### src/rtl/int_mul_pkg.sv
// Shared definitions for the sequential RISC-V M-extension multiplier:
// op encodings, FSM state type and operand signedness helpers.
package int_mul_pkg;

  localparam logic [1:0] MUL_OP_MUL    = 2'b00;
  localparam logic [1:0] MUL_OP_MULH   = 2'b01;
  localparam logic [1:0] MUL_OP_MULHSU = 2'b10;
  localparam logic [1:0] MUL_OP_MULHU  = 2'b11;

  typedef enum logic [1:0] {
    MUL_IDLE = 2'd0,
    MUL_BUSY = 2'd1,
    MUL_DONE = 2'd2
  } mul_state_e;

  function automatic logic op_rs1_signed(input logic [1:0] op);
    return (op == MUL_OP_MULH) || (op == MUL_OP_MULHSU);
  endfunction

  function automatic logic op_rs2_signed(input logic [1:0] op);
    return (op == MUL_OP_MULH);
  endfunction

endpackage

### src/rtl/int_mul_pp_row.sv
// One multiplier iteration: folds RADIX_BITS shifted partial products into the
// double-width accumulator through a carry-save row and a final adder.
module int_mul_pp_row #(
  parameter int WIDTH      = 32,
  parameter int RADIX_BITS = 2
) (
  input  logic [2*WIDTH-1:0]         acc,
  input  logic [2*WIDTH-1:0]         mcand,
  input  logic [RADIX_BITS-1:0]      mplier_bits,
  input  logic [$clog2(WIDTH)-1:0]   bit_offset,
  input  logic                       neg_top,
  output logic [2*WIDTH-1:0]         acc_next
);

  localparam int DW = 2 * WIDTH;

  logic [DW-1:0] sum;
  logic [DW-1:0] carry;
  logic [DW-1:0] sum_n;
  logic [DW-1:0] term;

  // The sign-weighted top bit is subtracted as ~pp + 1; the +1 enters as the
  // carry-in of the final adder so the row itself stays a plain 3:2 chain.
  always_comb begin
    sum   = acc;
    carry = '0;
    sum_n = '0;
    term  = '0;
    for (int k = 0; k < RADIX_BITS; k++) begin
      term = mplier_bits[k] ? (mcand << (int'(bit_offset) + k)) : '0;
      if (neg_top && (k == RADIX_BITS - 1)) term = ~term;
      sum_n = sum ^ carry ^ term;
      carry = ((sum & carry) | (sum & term) | (carry & term)) << 1;
      sum   = sum_n;
    end
    acc_next = sum + carry + DW'(neg_top);
  end

endmodule

### src/rtl/int_mul_seq.sv
// Multi-cycle integer multiplier for MUL/MULH/MULHSU/MULHU with valid/ready
// handshakes, a pass-through tag and flush; retires RADIX_BITS bits per cycle.
module int_mul_seq
  import int_mul_pkg::*;
#(
  parameter int WIDTH      = 32,
  parameter int RADIX_BITS = 2,
  parameter int TAG_W      = 5
) (
  input  logic             clk_i,
  input  logic             rst_ni,
  input  logic             in_valid_i,
  output logic             in_ready_o,
  input  logic [1:0]       op_i,
  input  logic [WIDTH-1:0] rs1_i,
  input  logic [WIDTH-1:0] rs2_i,
  input  logic [TAG_W-1:0] tag_i,
  input  logic             flush_i,
  output logic             out_valid_o,
  input  logic             out_ready_i,
  output logic [WIDTH-1:0] result_o,
  output logic [TAG_W-1:0] tag_o
);

  localparam int N     = WIDTH / RADIX_BITS;
  localparam int CNT_W = $clog2(N + 1);
  localparam int OFF_W = $clog2(WIDTH);

  mul_state_e         state;
  logic [CNT_W-1:0]   count;
  logic [OFF_W-1:0]   bit_pos;
  logic [2*WIDTH-1:0] mcand_q;
  logic [WIDTH-1:0]   mplier_q;
  logic [1:0]         op_q;
  logic [2*WIDTH-1:0] acc_q;
  logic [2*WIDTH-1:0] acc_next;
  logic               neg_top;

  // Only the final iteration carries rs2's sign bit, which has negative weight.
  assign neg_top = op_rs2_signed(op_q) && (count == CNT_W'(1));

  int_mul_pp_row #(
    .WIDTH      (WIDTH),
    .RADIX_BITS (RADIX_BITS)
  ) u_pp_row (
    .acc         (acc_q),
    .mcand       (mcand_q),
    .mplier_bits (mplier_q[bit_pos +: RADIX_BITS]),
    .bit_offset  (bit_pos),
    .neg_top     (neg_top),
    .acc_next    (acc_next)
  );

  always_ff @(posedge clk_i) begin
    if (!rst_ni) begin
      state       <= MUL_IDLE;
      count       <= '0;
      bit_pos     <= '0;
      mcand_q     <= '0;
      mplier_q    <= '0;
      op_q        <= MUL_OP_MUL;
      acc_q       <= '0;
      in_ready_o  <= 1'b1;
      out_valid_o <= 1'b0;
      result_o    <= '0;
      tag_o       <= '0;
    end else begin
      case (state)
        MUL_IDLE: begin
          if (in_valid_i && !flush_i) begin
            state      <= MUL_BUSY;
            count      <= CNT_W'(N);
            bit_pos    <= '0;
            mcand_q    <= {{WIDTH{op_rs1_signed(op_i) & rs1_i[WIDTH-1]}}, rs1_i};
            mplier_q   <= rs2_i;
            op_q       <= op_i;
            acc_q      <= '0;
            tag_o      <= tag_i;
            in_ready_o <= 1'b0;
          end
        end
        MUL_BUSY: begin
          if (flush_i) begin
            state      <= MUL_IDLE;
            in_ready_o <= 1'b1;
          end else begin
            acc_q   <= acc_next;
            count   <= count - CNT_W'(1);
            bit_pos <= bit_pos + OFF_W'(RADIX_BITS);
            if (count == CNT_W'(1)) begin
              state       <= MUL_DONE;
              out_valid_o <= 1'b1;
              result_o    <= (op_q == MUL_OP_MUL) ? acc_next[WIDTH-1:0]
                                                  : acc_next[2*WIDTH-1:WIDTH];
            end
          end
        end
        MUL_DONE: begin
          if (flush_i || out_ready_i) begin
            state       <= MUL_IDLE;
            out_valid_o <= 1'b0;
            in_ready_o  <= 1'b1;
          end
        end
        default: begin
          state       <= MUL_IDLE;
          out_valid_o <= 1'b0;
          in_ready_o  <= 1'b1;
        end
      endcase
    end
  end

endmodule

### config.mk
export PLATFORM = sky130hd
export DESIGN_NAME = int_mul_seq
export DESIGN_NICKNAME = d
export VERILOG_FILES = /design/src/rtl/int_mul_pkg.sv /design/src/rtl/int_mul_pp_row.sv /design/src/rtl/int_mul_seq.sv
export SDC_FILE = /design/constraint.sdc
export NUM_CORES = 1
export LEC_CHECK = 0
export CAP_MARGIN = 10
export CELL_PAD_IN_SITES_DETAIL_PLACEMENT = 0
export CELL_PAD_IN_SITES_GLOBAL_PLACEMENT = 1
export CORE_ASPECT_RATIO = 1.4
export CORE_MARGIN = 4
export CORE_UTILIZATION = 38
export DETAILED_ROUTE_END_ITERATION = 12
export GPL_ROUTABILITY_DRIVEN = 0
export PLACE_DENSITY = 0.75
export SLEW_MARGIN = 20
export SYNTH_ARGS = -nofsm -noshare
export SYNTH_HDL_FRONTEND = slang
export SYNTH_SLANG_ARGS = --single-unit
### constraint.sdc
create_clock -name clk_i -period 5.9 [get_ports clk_i]
set_input_delay 1.475 -clock clk_i [delete_from_list [all_inputs] [get_ports clk_i]]
set_output_delay 1.475 -clock clk_i [all_outputs]
set_load 0.05 [all_outputs]
### Word-level counts from Yosys, hierarchy flattened

Index checks and enable logic that the tools add are counted.

* eq/ne operators: 12
* add/sub/neg operators: 5
* reductions and logical operators: 14
* shifts and indexed selects: 3
* multiplexer cells: 26
* bitwise operators: 13

Operators by type and width (number)
* 64-bit 2-to-1 mux: 5
* 63-bit bitwise AND: 4
* 64-bit XOR: 3
* 64-bit case mux with 2 select lines: 1
* 63-bit OR: 2
* 64-bit by 1-bit adder with 64-bit output: 1
* 64-bit adder: 1
* 64-bit NOT: 1
* 64-bit by 5-bit left shift with 64-bit output: 1
* 64-bit by 6-bit left shift with 64-bit output: 1
* 32-bit 2-to-1 mux: 1
* 32-bit by 6-bit indexed part select with 2-bit output: 1
* 5-bit 2-to-1 mux: 4
* 5-bit case mux with 2 select lines: 2
* 3-bit AND reduction: 4
* 2-bit != test, second input constant: 5
* 2-bit 2-to-1 mux: 4
* 5-bit by 1-bit adder with 6-bit output, second input constant: 1
* 2-bit by 1-bit equality test with 1-bit output, second input constant: 3
* 1-bit 2-to-1 mux: 6
* 1-bit case mux with 3 select lines: 2
* 2-bit case mux with 3 select lines: 1
* 5-bit by 2-bit adder with 5-bit output, second input constant: 1
* 5-bit by 1-bit equality test with 1-bit output, second input constant: 1
* 12 further kinds: 17

* bits of input ports: 76
* word-level logic and storage cells: 84
* output and inout port bits: 39
* register bits: 182

### Depth between registers and ports, before layout

* depth in word-level cells: 12
* gate-level depth with buffers: 25
* mapped depth without buffers: 21

### Modules after synthesis

A second synthesis with hierarchy kept.

* cell total of the unflattened synthesis: 2695
* area total of the unflattened synthesis: 21152.8 um2

Modules (own cells, without submodules)
* int_mul_pp_row: seq. area each 0.0 um2, instances 1, cells an instance 1814, area an instance 13616.8 um2
* int_mul_seq: seq. area each 3623.5 um2, instances 1, cells an instance 881, area an instance 7536.0 um2

### Worst setup path after synthesis

No wires, ideal clock.

* kind: register to register
* start: register bit_pos[1]
* end: register result_o[31]
* library setup time: 120 ps
* required time: 5780 ps
* arrival: 5251 ps
* cell stages (with the launch flop): 21
* path buffers: 3
* period minus slack after synthesis: 5371 ps
* path slack: 529 ps
* path through: dfxtp_1 buf_2 mux4_2 mux2i_1 mux2_2 clkbuf_1 clkbuf_1 nor2_1 ha_1 fa_1 ha_1 a21o_1 o21bai_1 a221o_1 a221o_1 a21o_1 and2_4 nor4_2 a311o_2 mux2i_1 a21oi_1

* word-level cells in the longest chain between the ends: 11
* elaborated cells on any way between the ends: 20
* those cells by class: add/sub: 3; shift: 3; mux: 4; bitwise: 10

RTL lines
* from (decl): line int_mul_seq.sv:31 `logic [OFF_W-1:0] bit_pos;`
* from (signal assigned): line int_mul_seq.sv:89 `bit_pos <= bit_pos + OFF_W'(RADIX_BITS);`
* 5-bit by 1-bit adder with 6-bit output: line int_mul_pp_row.sv:30 `term = mplier_bits[k] ? (mcand << (int'(bit_offset) + k)) : '0;`
* 64-bit by 6-bit left shift with 64-bit output: line int_mul_pp_row.sv:30
* 64-bit 2-to-1 mux: line int_mul_pp_row.sv:30
* 64-bit NOT: line int_mul_pp_row.sv:31 `if (neg_top && (k == RADIX_BITS - 1)) term = ~term;`
* 64-bit 2-to-1 mux: line int_mul_pp_row.sv:31
* 63-bit bitwise AND: line int_mul_pp_row.sv:33 `carry = ((sum & carry) | (sum & term) | (carry & term)) << 1;`
* 63-bit OR (2 in series): line int_mul_pp_row.sv:33
* 64-bit adder (*): line int_mul_pp_row.sv:36 `acc_next = sum + carry + DW'(neg_top);`
* 64-bit by 1-bit adder with 64-bit output (*): line int_mul_pp_row.sv:36
* 32-bit 2-to-1 mux (*): line int_mul_seq.sv:93 `result_o <= (op_q == MUL_OP_MUL) ? acc_next[WIDTH-1:0]`
* to (signal assigned): line int_mul_seq.sv:93
* to (decl): line int_mul_seq.sv:21 `output logic [WIDTH-1:0] result_o,`

Every way passes the cells marked *; elsewhere a longest branch is shown, timed or not.
A chain may end at the register's enable or synchronous reset.

### Worst setup path in the final report

* start: register bit_pos[1]
* end: register result_o[27]

Same word-level chain as after synthesis.

==> impl_metrics.py <==
metrics = {
    "place": {
        "placed_cell_area_sq_mm": 0.01829,
        "place_inst": 2629,
        "hpwl_mm": 43.99,
        "portBuffers": 114,
    },
    "synthesis": {
        "yosysMostFrequentCell": "nand2_1",
        "netlist_instances": 2001,
        "synth_top_family_by_area": "compound AO/OA/AOI/OAI gates",
        "synth_cell_types": 92,
        "synth_edf_count": 0,
        "syn_avg_cell_area_sq_um": 8.094,
        "synth_fp_nets": 2259,
        "synth_top_area_share_pct": 22.37,
        "yosys.area_share.adder_pct": 16.98,
        "synthFlopType": "dfxtp_1",
        "synth_top_area_cell": "dfxtp_1",
        "ys_async_sr_fraction_pct": 0,
        "synth-xor-area-share_pct": 7.726,
        "synth_warnings": 0,
        "ys_top_cells_by_area": "dfxtp_1, ha_1, fa_1, nand2_1, xnor2_1",
        "synthSimpleGateAreaFrac_pct": 18.68,
        "synthTopCellsByCount": "nand2_1, nor2_1, dfxtp_1",
        "yosysSeqAreaShare_pct": 22.37,
        "syn_area_sq_mm": 0.01620,
        "synth_mux_area_share_pct": 6.930,
        "synth_compound_gate_area_share_pct": 22.36,
        "synth_seq_cells": 181,
    },
    "timing": {
        "grt_setup_unrepaired": "no",
        "setup_viol": 0,
        "fin_setup_tns_ns": 0,
        "drv_slew": 0,
        "clock_skew_ns": 0.02012,
        "relSlewSlack_pct": 30.77,
        "fin_crit_sh_pct": 95.58,
        "fin_crit_ns": 5.639,
        "finalHoldViolations": 0,
        "holdWs_ns": 0.4674,
        "worst_slew_pin_slew_ns": 1.036,
        "fmax_mhz": 177.3,
    },
    "clock_network": {
        "cts_buffers": 17,
        "clockRootBuffer": "clkbuf_16",
        "clk_pin_slew_worst_paths_ns": 0.08,
        "cts_max_level": 4,
        "cts_sinks": 181,
        "cts_hold_buf": 0,
        "clk_path_buf_depth": 2,
        "clk-insertion-delay-late_ns": 0.48,
        "tritoncts": "yes",
    },
    "cells_and_area": {
        "nets": 2361,
        "area_growth_pct": 17.08,
        "fin_util_pct": 44.93,
        "design_area_sq_mm": 0.01896,
        "antenna_cells": 0,
        "drive_gt1_share_pct": 11.20,
        "final_cells": 2662,
    },
    "global_route": {
        "grt_overflow": 0,
        "grt_max_degree": 77,
        "antenna_found_initial": 0,
        "grt_usage_pct": 23.81,
        "grt_pass1_vias": 14870,
        "grt_pass1_wl_mm": 85.90,
    },
    "die": {
        "core_area_sq_mm": 0.04220,
        "fp.dieH_um": 252.3,
        "start_util_pct": 38.37,
        "die_area_sq_mm": 0.04603,
        "ios": 115,
        "die_w_um": 182.5,
        "rows": 89,
    },
    "detailed_routing": {
        "viasPerCell": 5.576,
        "finalWirelength_mm": 55.87,
        "first_pass_iters": 5,
        "vias": 14840,
        "antenna_left": 0,
        "drc": 0,
        "avgRoutedWirePerCell_um": 20.99,
        "drt-initial-drc-count": 942,
    },
    "job": {
        "cap_violations": 0,
    },
    "pwr": {
        "power-per-cell-area_mw_per_mm2": 155.7,
        "p_leak_nw": 7.977,
        "peakVddDrop_uv": 189.9,
    },
    "setup_path": {
        "arrival_ns": 6.04,
        "setup.worst_path.end_class": "flop",
        "crit_path_start_kind": "flop",
        "path_class": "reg -> reg",
        "cp_data_required_time_ns": 6.31,
        "critPathMaxFanout": 33,
    },
    "worst_hold_path": {
        "hp-class": "reg -> reg",
    },
    "status": {
        "status": "complete, no violations",
    },
}
-- state kept, by name, summed over array words and instances, names as in the netlist --
name,count
acc_q,64
mcand_q,33
mplier_q,32
result_o,32
count,5
tag_o,5
bit_pos,4
op_q,2
state,2
in_ready_o,1
out_valid_o,1
-- cell usage in the layout (no fill, tap or decap), types with 9 or more instances in the layout --
cell type          n
o21ai_0           77
a21o_1            46
fa_1              63
nand4_1           21
inv_1             42
and2_1            14
a211oi_1          16
buf_4            111
mux2_2            21
clkbuf_16         17
mux4_2            16
a21boi_0          78
mux2i_1           49
nor2b_1           56
xor2_1            37
o21bai_1          13
ha_1             119
nor2_1           196
nand2b_1           9
dfxtp_1          177
a22o_1            14
xnor2_1          104
a21oi_1          140
o21a_1            11
clkdlybuf4s50_1  113
nand2_1          282
nand3_1           41
a31oi_1           18
nor3_1            18
o21ai_1           16
a22oi_1           39
-- critical path, stage by stage, from the launching register on --
cell,delay [ns]
dfxtp_4,0.48
buf_12,0.23
inv_1,0.19
buf_4,0.22
mux2i_1,0.16
mux2i_1,0.57
mux2_2,0.33
nor2_1,0.06
xnor2_1,0.27
fa_1,0.45
ha_1,0.40
a21o_1,0.19
a21o_2,0.21
a221o_1,0.33
a221o_1,0.34
a21o_1,0.21
and2_4,0.15
nor3_1,0.26
xnor2_1,0.21
nand2_1,0.13
a21oi_1,0.16
-- cell type report --
class / instances / area (sq um)
Fill cell: 4208 / 23240
Multi-Input combinational cell: 1633 / 11820
Sequential cell: 181 / 3633
Timing Repair Buffer: 227 / 2024
Tap cell: 546 / 683.2
Clock buffer: 17 / 425.4
Clock inverter: 15 / 219.0
Inverter: 43 / 161.4
-- final timing paths --
kind | start | depth (start not counted) | to | slack [ns]
setup / recovery | bit_pos[1]$_SDFFE_PN0P_ | 20 | result_o[27]$_SDFFE_PN0P_ | 0.26
hold / removal | mplier_q[19]$_SDFFE_PN0P_ | 2 | mplier_q[19]$_SDFFE_PN0P_ | 0.47
setup reg to reg | bit_pos[1]$_SDFFE_PN0P_ | 20 | result_o[27]$_SDFFE_PN0P_ | 0.26
hold reg to reg | mplier_q[19]$_SDFFE_PN0P_ | 2 | mplier_q[19]$_SDFFE_PN0P_ | 0.47
-- timing repair --
| action | in CTS | in global routing |
|---|---|---|
| resized for setup | 1 | 7 |
| endpoints found under the setup margin | 5 | 27 |
| buffers inserted | 0 | 1 |
-- power breakdown --
group	leakage, nW	internal (mW)	switching (mW)
Combinational	6.20	0.165	0.251
Clock	0.308	0.595	0.669
Sequential	1.47	1.25	0.0255
Total	7.98	2.01	0.946
-- logic make-up (layout without fill, tap and decap cells) --
kind of cell             after synthesis  after routing
AO/OA/AOI/OAI                        540            540
buffers and inverters                187            302
flip-flops                           181            181
multiplexers                          89             89
AND/OR/NAND/NOR                      680            680
adder cells (fa/ha/maj)              182            182
XOR/XNOR                             142            142
-- routing by layer --
metal	part of all wire (%)	track usage, %
met5	0	0
met4	7.1	14.95
met3	4.2	2.534
met2	48	40.76
met1	41	28.45
-- stage by stage --
step / power, mW / worst slack [ns]
floorplan: 1.528 / 0.5292
global placement: 1.710 / -0.06822
detailed placement: 1.713 / -0.03331
CTS: 2.971 / 0.03312
global route: 3.050 / 0.07019
finish: 2.953 / 0.2609
Note: power is estimated with default switching activity, not from simulation.
